==> src/rtl/chunk_sched_pkg.sv <==
// chunk_sched_pkg: chunk sizes, derived widths and read-FSM states shared by the chunk scheduler
package chunk_sched_pkg;
    localparam int WR_CYC_NUM    = 4;
    localparam int RD_CYC_NUM    = 16;
    localparam int MAX_SUB_CHUNK = 16;
    localparam int WR_CNT_W      = $clog2(WR_CYC_NUM);
    localparam int RD_ADDR_W     = $clog2(RD_CYC_NUM);
    localparam int SUB_W         = $clog2(MAX_SUB_CHUNK) + 1;
    localparam int LEN_W         = $clog2(RD_CYC_NUM) + 1;
    typedef enum logic [1:0] {IDLE, START, RUN, RELEASE} state_e;
endpackage

==> src/rtl/chunk_wr_ctrl.sv <==
// chunk_wr_ctrl: write-side beat counter and ping-pong select, flags a buffer full on its last beat
module chunk_wr_ctrl
    import chunk_sched_pkg::*;
(
    input  logic                clk_i,
    input  logic                rst_ni,
    input  logic                wr_valid_i,
    input  logic [1:0]          full_i,
    output logic                wr_ready_o,
    output logic                chunk_wr_valid_o,
    output logic [WR_CNT_W-1:0] chunk_wr_count_o,
    output logic                chunk_wr_sel_o,
    output logic                set_full_o
);
    logic [WR_CNT_W-1:0] wr_cnt_q;
    logic                wr_sel_q;
    logic                beat_last;
    assign wr_ready_o       = !full_i[wr_sel_q];
    assign chunk_wr_valid_o = wr_valid_i && wr_ready_o;
    assign chunk_wr_count_o = wr_cnt_q;
    assign chunk_wr_sel_o   = wr_sel_q;
    assign beat_last        = wr_cnt_q == WR_CNT_W'(WR_CYC_NUM - 1);
    assign set_full_o       = chunk_wr_valid_o && beat_last;
    // step the beat index on accepted beats; the last beat wraps it and hands over to the other buffer
    always_ff @(posedge clk_i or negedge rst_ni) begin
        if (!rst_ni) begin
            wr_cnt_q <= '0;
            wr_sel_q <= 1'b0;
        end else if (chunk_wr_valid_o) begin
            wr_cnt_q <= beat_last ? '0 : wr_cnt_q + WR_CNT_W'(1);
            wr_sel_q <= wr_sel_q ^ beat_last;
        end
    end
endmodule

==> src/rtl/chunk_sched.sv <==
// chunk_sched: ping-pong chunk scheduler; optional read-starvation counter under CHUNK_SCHED_STALL_CNT_EN
module chunk_sched
    import chunk_sched_pkg::*;
(
    input  logic                 clk_i,
    input  logic                 rst_ni,
    input  logic [SUB_W-1:0]     cfg_sub_chunk_num_i,
    input  logic [LEN_W-1:0]     cfg_sub_chunk_len_i,
    input  logic                 wr_valid_i,
    output logic                 wr_ready_o,
    output logic                 chunk_wr_valid_o,
    output logic [WR_CNT_W-1:0]  chunk_wr_count_o,
    output logic                 chunk_wr_sel_o,
    output logic                 chunk_rd_sel_o,
    output logic                 sub_chunk_start_o,
    output logic                 run_valid_o,
    output logic [RD_ADDR_W-1:0] rd_fil_sparsemap_first_o,
    output logic [RD_ADDR_W-1:0] rd_fil_sparsemap_last_o,
    input  logic                 sub_chunk_end_i,
    output logic                 chunk_done_o,
    output logic                 busy_o
`ifdef CHUNK_SCHED_STALL_CNT_EN
    ,
    input  logic                 stall_cnt_clr_i,
    output logic [31:0]          stall_cnt_o
`endif
);
    state_e               state_q, state_d;
    logic [1:0]           full_q, full_d;
    logic                 rd_sel_q;
    logic                 set_full;
    logic                 load_start;
    logic                 release_buf;
    logic [SUB_W-1:0]     num_q, sub_idx_q, sub_idx_d, cfg_num;
    logic [LEN_W-1:0]     len_q, len_d, cfg_len;
    logic [RD_ADDR_W-1:0] first_q, last_q, first_d, last_d;

    chunk_wr_ctrl u_wr_ctrl (
        .clk_i            (clk_i),
        .rst_ni           (rst_ni),
        .wr_valid_i       (wr_valid_i),
        .full_i           (full_q),
        .wr_ready_o       (wr_ready_o),
        .chunk_wr_valid_o (chunk_wr_valid_o),
        .chunk_wr_count_o (chunk_wr_count_o),
        .chunk_wr_sel_o   (chunk_wr_sel_o),
        .set_full_o       (set_full)
    );

    assign cfg_num    = (cfg_sub_chunk_num_i == '0) ? SUB_W'(1) : cfg_sub_chunk_num_i;
    assign cfg_len    = (cfg_sub_chunk_len_i == '0) ? LEN_W'(RD_CYC_NUM) : cfg_sub_chunk_len_i;
    assign load_start = state_d == START;
    // RD_CYC_NUM is a power of two, so the modulo is plain truncation to the address width
    assign first_d    = RD_ADDR_W'(sub_idx_d) * RD_ADDR_W'(len_d);
    assign last_d     = first_d + RD_ADDR_W'(len_d - LEN_W'(1));

    assign chunk_rd_sel_o           = rd_sel_q;
    assign sub_chunk_start_o        = state_q == START;
    assign run_valid_o              = (state_q == START) || (state_q == RUN);
    assign chunk_done_o             = state_q == RELEASE;
    assign busy_o                   = state_q != IDLE;
    assign rd_fil_sparsemap_first_o = first_q;
    assign rd_fil_sparsemap_last_o  = last_q;

    // read FSM: wait for a full buffer, walk its sub-chunks, then release it
    always_comb begin
        state_d     = state_q;
        release_buf = 1'b0;
        sub_idx_d   = sub_idx_q + SUB_W'(1);
        len_d       = len_q;
        case (state_q)
            IDLE: begin
                sub_idx_d = '0;
                len_d     = cfg_len;
                state_d   = full_q[rd_sel_q] ? START : IDLE;
            end
            START:   state_d = RUN;
            RUN:     state_d = !sub_chunk_end_i ? RUN : (sub_idx_q == num_q - SUB_W'(1)) ? RELEASE : START;
            RELEASE: begin
                release_buf = 1'b1;
                state_d     = IDLE;
            end
            default: state_d = IDLE;
        endcase
    end

    // buffer occupancy: the writer sets one buffer while a release may clear the other in the same cycle
    always_comb begin
        full_d = full_q;
        if (set_full) full_d[chunk_wr_sel_o] = 1'b1;
        if (release_buf) full_d[rd_sel_q] = 1'b0;
    end

    // state, occupancy, cfg snapshot taken while idle, and sub-chunk addresses captured on entry to START
    always_ff @(posedge clk_i or negedge rst_ni) begin
        if (!rst_ni) begin
            state_q   <= IDLE;
            full_q    <= 2'b00;
            rd_sel_q  <= 1'b0;
            num_q     <= '0;
            len_q     <= '0;
            sub_idx_q <= '0;
            first_q   <= '0;
            last_q    <= '0;
        end else begin
            state_q  <= state_d;
            full_q   <= full_d;
            rd_sel_q <= rd_sel_q ^ release_buf;
            if (state_q == IDLE) begin
                num_q <= cfg_num;
                len_q <= cfg_len;
            end
            if (load_start) begin
                sub_idx_q <= sub_idx_d;
                first_q   <= first_d;
                last_q    <= last_d;
            end
        end
    end

`ifdef CHUNK_SCHED_STALL_CNT_EN
    logic [31:0] stall_cnt_q;
    assign stall_cnt_o = stall_cnt_q;
    // saturating count of idle cycles with nothing to read; a clear wins over a count
    always_ff @(posedge clk_i or negedge rst_ni) begin
        if (!rst_ni) stall_cnt_q <= '0;
        else if (stall_cnt_clr_i) stall_cnt_q <= '0;
        else if (state_q == IDLE && !full_q[rd_sel_q] && stall_cnt_q != '1) stall_cnt_q <= stall_cnt_q + 32'd1;
    end
`endif
endmodule

==> config.mk <==
export PLATFORM = sky130hd
export DESIGN_NAME = chunk_sched
export DESIGN_NICKNAME = d
export VERILOG_FILES = /design/src/rtl/chunk_sched_pkg.sv /design/src/rtl/chunk_wr_ctrl.sv /design/src/rtl/chunk_sched.sv
export SDC_FILE = /design/constraint.sdc
export NUM_CORES = 1
export LEC_CHECK = 0
export CAP_MARGIN = 20
export CORE_MARGIN = 1
export CORE_UTILIZATION = 57
export DETAILED_ROUTE_END_ITERATION = 10
export PLACE_DENSITY = 0.84
export SYNTH_ARGS = -nofsm -noshare
export SYNTH_HDL_FRONTEND = slang
export SYNTH_SLANG_ARGS = --single-unit
==> constraint.sdc <==
create_clock -name clk_i -period 6.4 [get_ports clk_i]
set_input_delay 1.28 -clock clk_i [delete_from_list [all_inputs] [get_ports clk_i]]
set_output_delay 1.28 -clock clk_i [all_outputs]
set_load 0.1 [all_outputs]
# Word-level counts from Yosys, hierarchy flattened
# Cells that the tools add are included.
# op_classes
add_sub_neg	5
n_mul	1
order_cmp	4
n_eq_ne	6
n_mux	20
n_bitwise	5
reduce_logical	10
# op_table
op	count
two-way mux 5 bit	4
logical NOT 5 bit	2
two-way mux 2 bit	5
two-way mux 1 bit	8
case mux 2 bit (4 select lines)	1
== test 2 bit (second input constant)	3
adder 5 x 1 -> 5 bit (second input constant)	1
== test 5 bit	1
subtractor 5 x 1 -> 5 bit (second input constant)	1
adder 4 bit	1
== test 2 x 1 -> 1 bit (second input constant)	2
logical AND 1 bit	4
less-than comparator 1 x 2 -> 1 bit (second input constant)	2
multiplier 4 x 4 -> 4 bit	1
subtractor 4 x 1 -> 4 bit (second input constant)	1
adder 2 x 1 -> 2 bit (second input constant)	1
bitwise AND 2 bit	1
demux 1 bit (select 1 bit)	2
>= comparator 1 bit (second input constant)	2
logical NOT 2 bit	1
inverter 2 bit	1
bitwise OR 2 bit	1
nonzero test 2 bit	1
XOR 1 bit	2
2 further kinds	2
# word_totals
register_bits	31
in_bits	14
out_inout_bits	18
word_cells	61

# Logic depth before layout (Yosys ltp)
# Gate-level depths: netlist of the first run.
# logic_depth
ltp_word	8
ltp_mapped	16
depth_no_buf	15

# Cells and area by module
# A second synthesis of the first run with hierarchy kept.
# unflattened
hier_cells	178
area_unflattened_um2	1853.0
# modules_own_cells
mod	instances	cells_per_inst	area_each_um2	seq_area_each_um2
chunk_sched	1	164	1691.6	675.6
chunk_wr_ctrl	1	14	161.4	75.1

# Worst setup path before layout of the first run
# No wires, ideal clock.
# synth_path
path_kind	register -> output
start	reg u_wr_ctrl.wr_sel_q (netlist: u_wr_ctrl.chunk_wr_sel_o)
end	out chunk_wr_valid_o
t_arrival_ns	3.888
required_time_ns	5.120
slack_ns	1.232
stages_incl_launch_ff	4
path_buffers	1
cell_sequence	dfrtp_1 > mux2i_1 > and2_1 > clkbuf_1
# synth_between
elab_chain_len	4
# synth_rtl
element	line_no	source
start: declaration	chunk_wr_ctrl.sv:16	logic wr_sel_q;
start signal: assignment	chunk_wr_ctrl.sv:31	wr_sel_q <= wr_sel_q ^ beat_last;
two-way mux 1 bit (implied by the code) (2 in series)	chunk_wr_ctrl.sv:18	assign wr_ready_o = !full_i[wr_sel_q];
logical NOT 1 bit	chunk_wr_ctrl.sv:18	
named net wr_ready_o	chunk_sched.sv:10	output logic wr_ready_o,
logical AND 1 bit	chunk_wr_ctrl.sv:19	assign chunk_wr_valid_o = wr_valid_i && wr_ready_o;
end: declaration	chunk_sched.sv:11	output logic chunk_wr_valid_o,
# The timed path passes the listed nets, and every way through them passes these cells. The select of a mux whose other input is x is not followed.

# Worst setup path after layout of the first run
# layout_path
start	in wr_valid_i
end	out chunk_wr_valid_o
# layout_between
elab_chain_len	1
# layout_rtl
element	line_no	source
start: declaration	chunk_sched.sv:9	input logic wr_valid_i,
logical AND 1 bit	chunk_wr_ctrl.sv:19	
# Every way passes these cells.

==> flow_summary.toml, run 1 <==
[status]
status = "finished, final reports clean"

[route]
wire_per_inst_um = 13.3
vias_per_cell = 5.25
ant_nets = 0
vias = 1301
drtIter0Drc = 42
drtPass1Iterations = 4
drc = 0
drt-total-wl_um = 3300

[synthesis]
ys_types = 41
synth_nets = 203
synth_edf_count = 0
synthesis.area_sq_um = 1850
ys_async_sr_fraction_pct = 100
synth_seq_cells = 30
ys_warn_count = 0
syn_inst = 173
synth_top_area_share_pct = 40.6
synthFlopType = "dfrtp_1"
avgSynthCellArea_sq_um = 10.7
synthTopCellsByArea = "dfrtp_1 41%, ha_1 10%, mux2_2 8.5%, xnor2_1 5.7%, inv_1 3.5%"
synth_top_area_cell = "dfrtp_1"
seq_area_frac_synth_pct = 40.6

[clock_network]
numCtsBuffers = 5
cts_max_path_buffers = 2
cts_resized = 0
clock_sinks = 30
root_buffer = "clkbuf_4"
clkTransAtPathRegs_ps = 80
post_cts_buffers = 0
clk_latency_ps = 330
cts_tree = "yes"
cts_hold_buf = 0
htree_levels = 2

[setup_path]
startpoint_type = "input pin"
rrSetupSlack_ps = 2360
path_class = "in -> out"
worstPathRequired_ps = 5120
arrival_ps = 3150
cp_max_fo = 4
critical_path.endpoint_type = "primary output"

[timing]
min_period_ps = 4430
setup_viol = 0
final_hold_viol_count = 0
slew_headroom_pct = 34.6
period_share_pct = 69.3
tns_ps = 0
worst_slew_pin_slew_ps = 977
max_freq_mhz = 226
fin_worst_skew_ps = 6.29
maxSlewViolCount = 0
rsz0062_at_grt = "false"

[run]
cap_violations = 0

[final_layout]
final_cell_count_no_fill = 248
filler_cell_count = 245
insertedDiodeCount = 0
area_growth_pct = 18.1
final_nets = 234
drive_gt1_share_pct = 11.8
design_area_sq_um = 2180

[grt]
grt_overflow = 0
met3_usage_pct = 5.27
antenna_found_initial = 0
grt_pass1_wl_um = 5730
grt_max_degree = 31
grt_busiest_layer = "met2"
grt_pass1_vias = 1306
grtUsageMet2_pct = 37.2
gr-usage-all-layers_pct = 22.4
met1_usage_pct = 25.9

[floorplanning]
core.rowCount = 20
core_sq_um = 3050
start_util_pct = 60.5
ios = 32
die-area_sq_um = 3470
die_y_um = 58.9
die_w_um = 58.9

[place]
numPortBuffers = 30
placed_cells_incl_taps = 241
placed_cell_area_sq_um = 2140
gp_congestion = 0.778
hpwl_um = 2490

[worst_hold_path]
hold_path.class = "reg -> reg"
## per-layer routing
metal / share of wire [%] / vias up
li1: - / 646
met1: 42 / 615
met2: 51 / 31
met3: 4.4 / 9
met4: 2.2 / 0
met5: 0 / -
## final cells by class
type	instances	area, sq um	share of cell area (%)
multi-input combinational	119	961	44.0
inverter	17	63.8	2.92
clock buffer	7	45.0	2.06
sequential	30	751	34.4
tap	44	55.1	2.52
timing repair buffer	31	308	14.1
## kinds of logic (layout without fill, tap and decap cells)
family	after synthesis	after routing	synth area share, %
xor+xnor	18	18	9.34
buf+inv	24	55	7.38
mux	19	19	11.5
fa+ha+maj	16	16	11.2
simple gates	46	46	12.9
compound gates	20	20	7.04
flops	30	30	40.6
## cells in the mapped netlist, drive strengths merged, types with 2 or more instances
master and instances:
a21oi 4, a31oi 3, and2 3, buf 3
clkbuf 4, dfrtp 30, ha 15, inv 17
mux2 15, mux2i 4, nand2 11, nand2b 2
nand3 6, nor2 9, nor2b 3, nor3 4
o21a 2, o21ai 5, or2b 2, xnor2 12
xor2 5
## state kept, by name, indices dropped and copies added (netlist names)
| name | cells |
|---|---|
| u_wr_ctrl.chunk_wr_count_o | 2 |
| len_q | 4 |
| full_q | 2 |
| state_q | 2 |
| chunk_rd_sel_o | 1 |
| num_q | 5 |
| sub_idx_q | 5 |
| rd_fil_sparsemap_last_o | 4 |
| u_wr_ctrl.chunk_wr_sel_o | 1 |
| rd_fil_sparsemap_first_o | 4 |
## critical path, stage by stage
cell	delay [ps]
clkdlybuf4s50_1	500
and2_1	210
clkdlybuf4s50_1	1170
## path summary, 6_finish.rpt
check	start	to	cells after the start
max in group asynchronous	rst_ni	len_q[2]	2
max	wr_valid_i	chunk_wr_valid_o	3
min in group asynchronous	rst_ni	num_q[0]	2
min reg2reg	rd_fil_sparsemap_last_o[0]	rd_fil_sparsemap_last_o[0]	1
max reg2reg	state_q[1]	rd_fil_sparsemap_last_o[3]	15
min	rd_fil_sparsemap_last_o[0]	rd_fil_sparsemap_last_o[0]	1
## layout by cell type, fill, tap and decap left out, types with 3 or more instances in the layout
cell type,count
mux2_2,14
nand2_1,11
nor2_1,9
nor3_1,4
xor2_1,5
nor2b_1,3
dfrtp_1,30
a31oi_1,3
clkdlybuf4s50_1,30
and2_1,3
inv_1,17
o21ai_0,5
mux2i_1,4
nand3_1,6
clkbuf_4,5
ha_1,15
xnor2_1,12
a21oi_1,3
## per-stage QoR
stage | hold WS [ps] | utilization (%) | setup slack, ps
detailed placement | 481 | 70.0 | 1970
global placement | 481 | 70.0 | 1990
CTS | 514 | 71.5 | 1960
global route | 525 | 71.5 | 1910
finish | 507 | 71.5 | 1970
floorplan | 502 | - | 1230
Power of run 1 is not shown: default switching activity piles up to over one toggle a cycle in this logic, so the estimate is an artifact.
==> run 2, diff against run 1 <==
Settings changed: CORE_UTILIZATION 57 to 47, PLACE_DENSITY 0.84 to 0.74.
Clock period 6.4 ns to 3.6 ns, I/O delays scaled along.
==> run 2 against run 1 <==
Effect of this change:
- count of clock-buffer cells in the layout increased by 1
- register-to-register slack got worse by 2200 ps
- sequential share of layout area decreased by 2.1 points
- non-clock buffer count increased by 6
- die area increased by 21%
- design area increased by 6.4%
- critical path depth increased by 13
- hold slack improved by 1.3 ps
- setup slack got worse by 1800 ps
- wire length increased by 6.0%
==> flow_summary.toml, run 2 (synthesized netlist as in run 1, its figures left out) <==
[status]
status = "finished, final reports clean"

[worst_hold_path]
worstHoldStart = "rd_fil_sparsemap_last_o[0]"
hold_path.class = "reg -> reg"

[grt]
grt_busiest_layer = "met2"
gr-usage-all-layers_pct = 19.6
grt_overflow = 0
met3_usage_pct = 4.93
grt_max_degree = 31
antenna_found_initial = 0
grt_pass1_wl_um = 6240
grtUsageMet2_pct = 34.1
grt_pass1_vias = 1405
met1_usage_pct = 22.9

[timing]
setup_viol = 0
final_hold_viol_count = 0
period_share_pct = 94.2
tns_ps = 0
max_freq_mhz = 295
min_period_ps = 3390
worst_slew_pin_slew_ps = 973
maxSlewViolCount = 0
slew_headroom_pct = 34.9
fin_worst_skew_ps = 4.51

[final_layout]
final_nets = 240
layout_commonest_cell = "dfrtp_1"
drive_gt1_share_pct = 21.8
final_cell_count_no_fill = 259
area_growth_pct = 25.7
most-common-layout-cells = "30 x dfrtp_1, 24 x clkdlybuf4s50_1, 14 x mux2_2, 14 x inv_1, 14 x ha_1"
reg_top3 = "num_q (5), sub_idx_q (5)"
filler_cell_count = 323
insertedDiodeCount = 0

[setup_path]
r2r_end = "rd_fil_sparsemap_last_o[3]"
arrival_ps = 3560
startpoint_type = "flop"
path_class = "reg -> reg"
worstPathRequired_ps = 3760
cp-endpoint = "rd_fil_sparsemap_last_o[3]"
rrSetupSlack_ps = 210
crit_path_start = "state_q[1]"
cp_max_fo = 7
reg2regPathDepth = 16
r2r-start = "state_q[1]"
critical_path.endpoint_type = "flop"

[route]
vias_per_cell = 5.14
drt-total-wl_um = 3500
drc = 0
drtIter0Drc = 37
ant_nets = 0
drtPass1Iterations = 4
vias = 1332
wire_per_inst_um = 13.5

[floorplanning]
die-area_sq_um = 4190
die_w_um = 64.7
core.rowCount = 22
die_y_um = 64.7
start_util_pct = 49.7
core_sq_um = 3720
ios = 32

[clock_network]
numCtsBuffers = 5
clk_latency_ps = 280
clkTransAtPathRegs_ps = 60
root_buffer = "clkbuf_8"
htree_levels = 2
cts_tree = "yes"
clock_sinks = 30
cts_max_path_buffers = 2

[place]
gp_congestion = 0.748
hpwl_um = 2580
numPortBuffers = 30
placed_cells_incl_taps = 250

[run]
cap_violations = 0
-- run 2: cell count changes in the layout (fill, tap and decap cells not counted), moves of 2 or more --
cell	change
buf_4	+12
clkbuf_8	+8
clkdlybuf4s50_1	-6
clkbuf_4	-5
inv_1	-3
clkbuf_1	-2
inv_2	+2
-- run 2: routing by layer --
metal | routed length [um] | part of all wire (%)
met1 | 1520 | 43
met2 | 1810 | 52
met3 | 124 | 3.5
met4 | 51 | 1.5
met5 | 0 | 0
-- run 2: repair_timing --
| action | CTS | global route |
|---|---|---|
| gates resized for setup | 0 | 4 |
| setup endpoints to repair | 0 | 1 |
| buffers inserted | 0 | 1 |
| hold buffers | 0 | 0 |
-- run 2: how the worst min path moves through the flow --
stage | slack [ps] | end | depth (start not counted)
floorplan | 420 | chunk_rd_sel_o | 0
finish | 510 | rd_fil_sparsemap_last_o[0] | 1
CTS | 510 | rd_fil_sparsemap_last_o[0] | 1
detailed placement | 490 | rd_fil_sparsemap_last_o[0] | 1
global placement | 480 | rd_fil_sparsemap_last_o[0] | 1
global route | 540 | rd_fil_sparsemap_first_o[1] | 1
-- run 2: metrics by stage --
| step | setup WS (ps) | hold WS [ps] | area, sq um | utilization (%) |
|---|---|---|---|---|
| after floorplan | 16.0 | 424 | 1870 | - |
| after global placement | 193 | 481 | 2180 | 58.8 |
| after detailed placement | 107 | 491 | 2180 | 58.8 |
| after CTS | 66.5 | 509 | 2290 | 61.8 |
| after global routing | -3.56 | 540 | 2320 | 62.5 |
| final | 209 | 508 | 2320 | 62.5 |
-- run 2: worst max-delay path: stages, from the launching register on --
cell	delay [ps]
dfrtp_1	440
inv_2	120
ha_4	160
buf_4	170
clkinvlp_4	140
nand2_2	130
nor2_1	60
ha_1	300
ha_1	310
inv_1	50
ha_1	270
inv_1	50
fa_1	470
xnor2_2	200
xnor2_1	160
xnor2_1	150
a21oi_1	90
-- run 2: area by class of cell --
type	instances	area [sq um]	area share, %
clock buffer	8	110	4.74
multi-input combinational	119	996	42.9
tap	48	60.1	2.59
inverter	17	67.6	2.91
sequential	30	751	32.3
timing repair buffer	37	338	14.5
Power of run 2 is left out for the same reason.
==> run 3, diff against run 2 <==
Settings changed: GPL_ROUTABILITY_DRIVEN set to 0.
==> results of run 3 <==
The final DEF is identical to that of run 2; final timing and power are the same.
Power of run 3 is left out for the same reason.
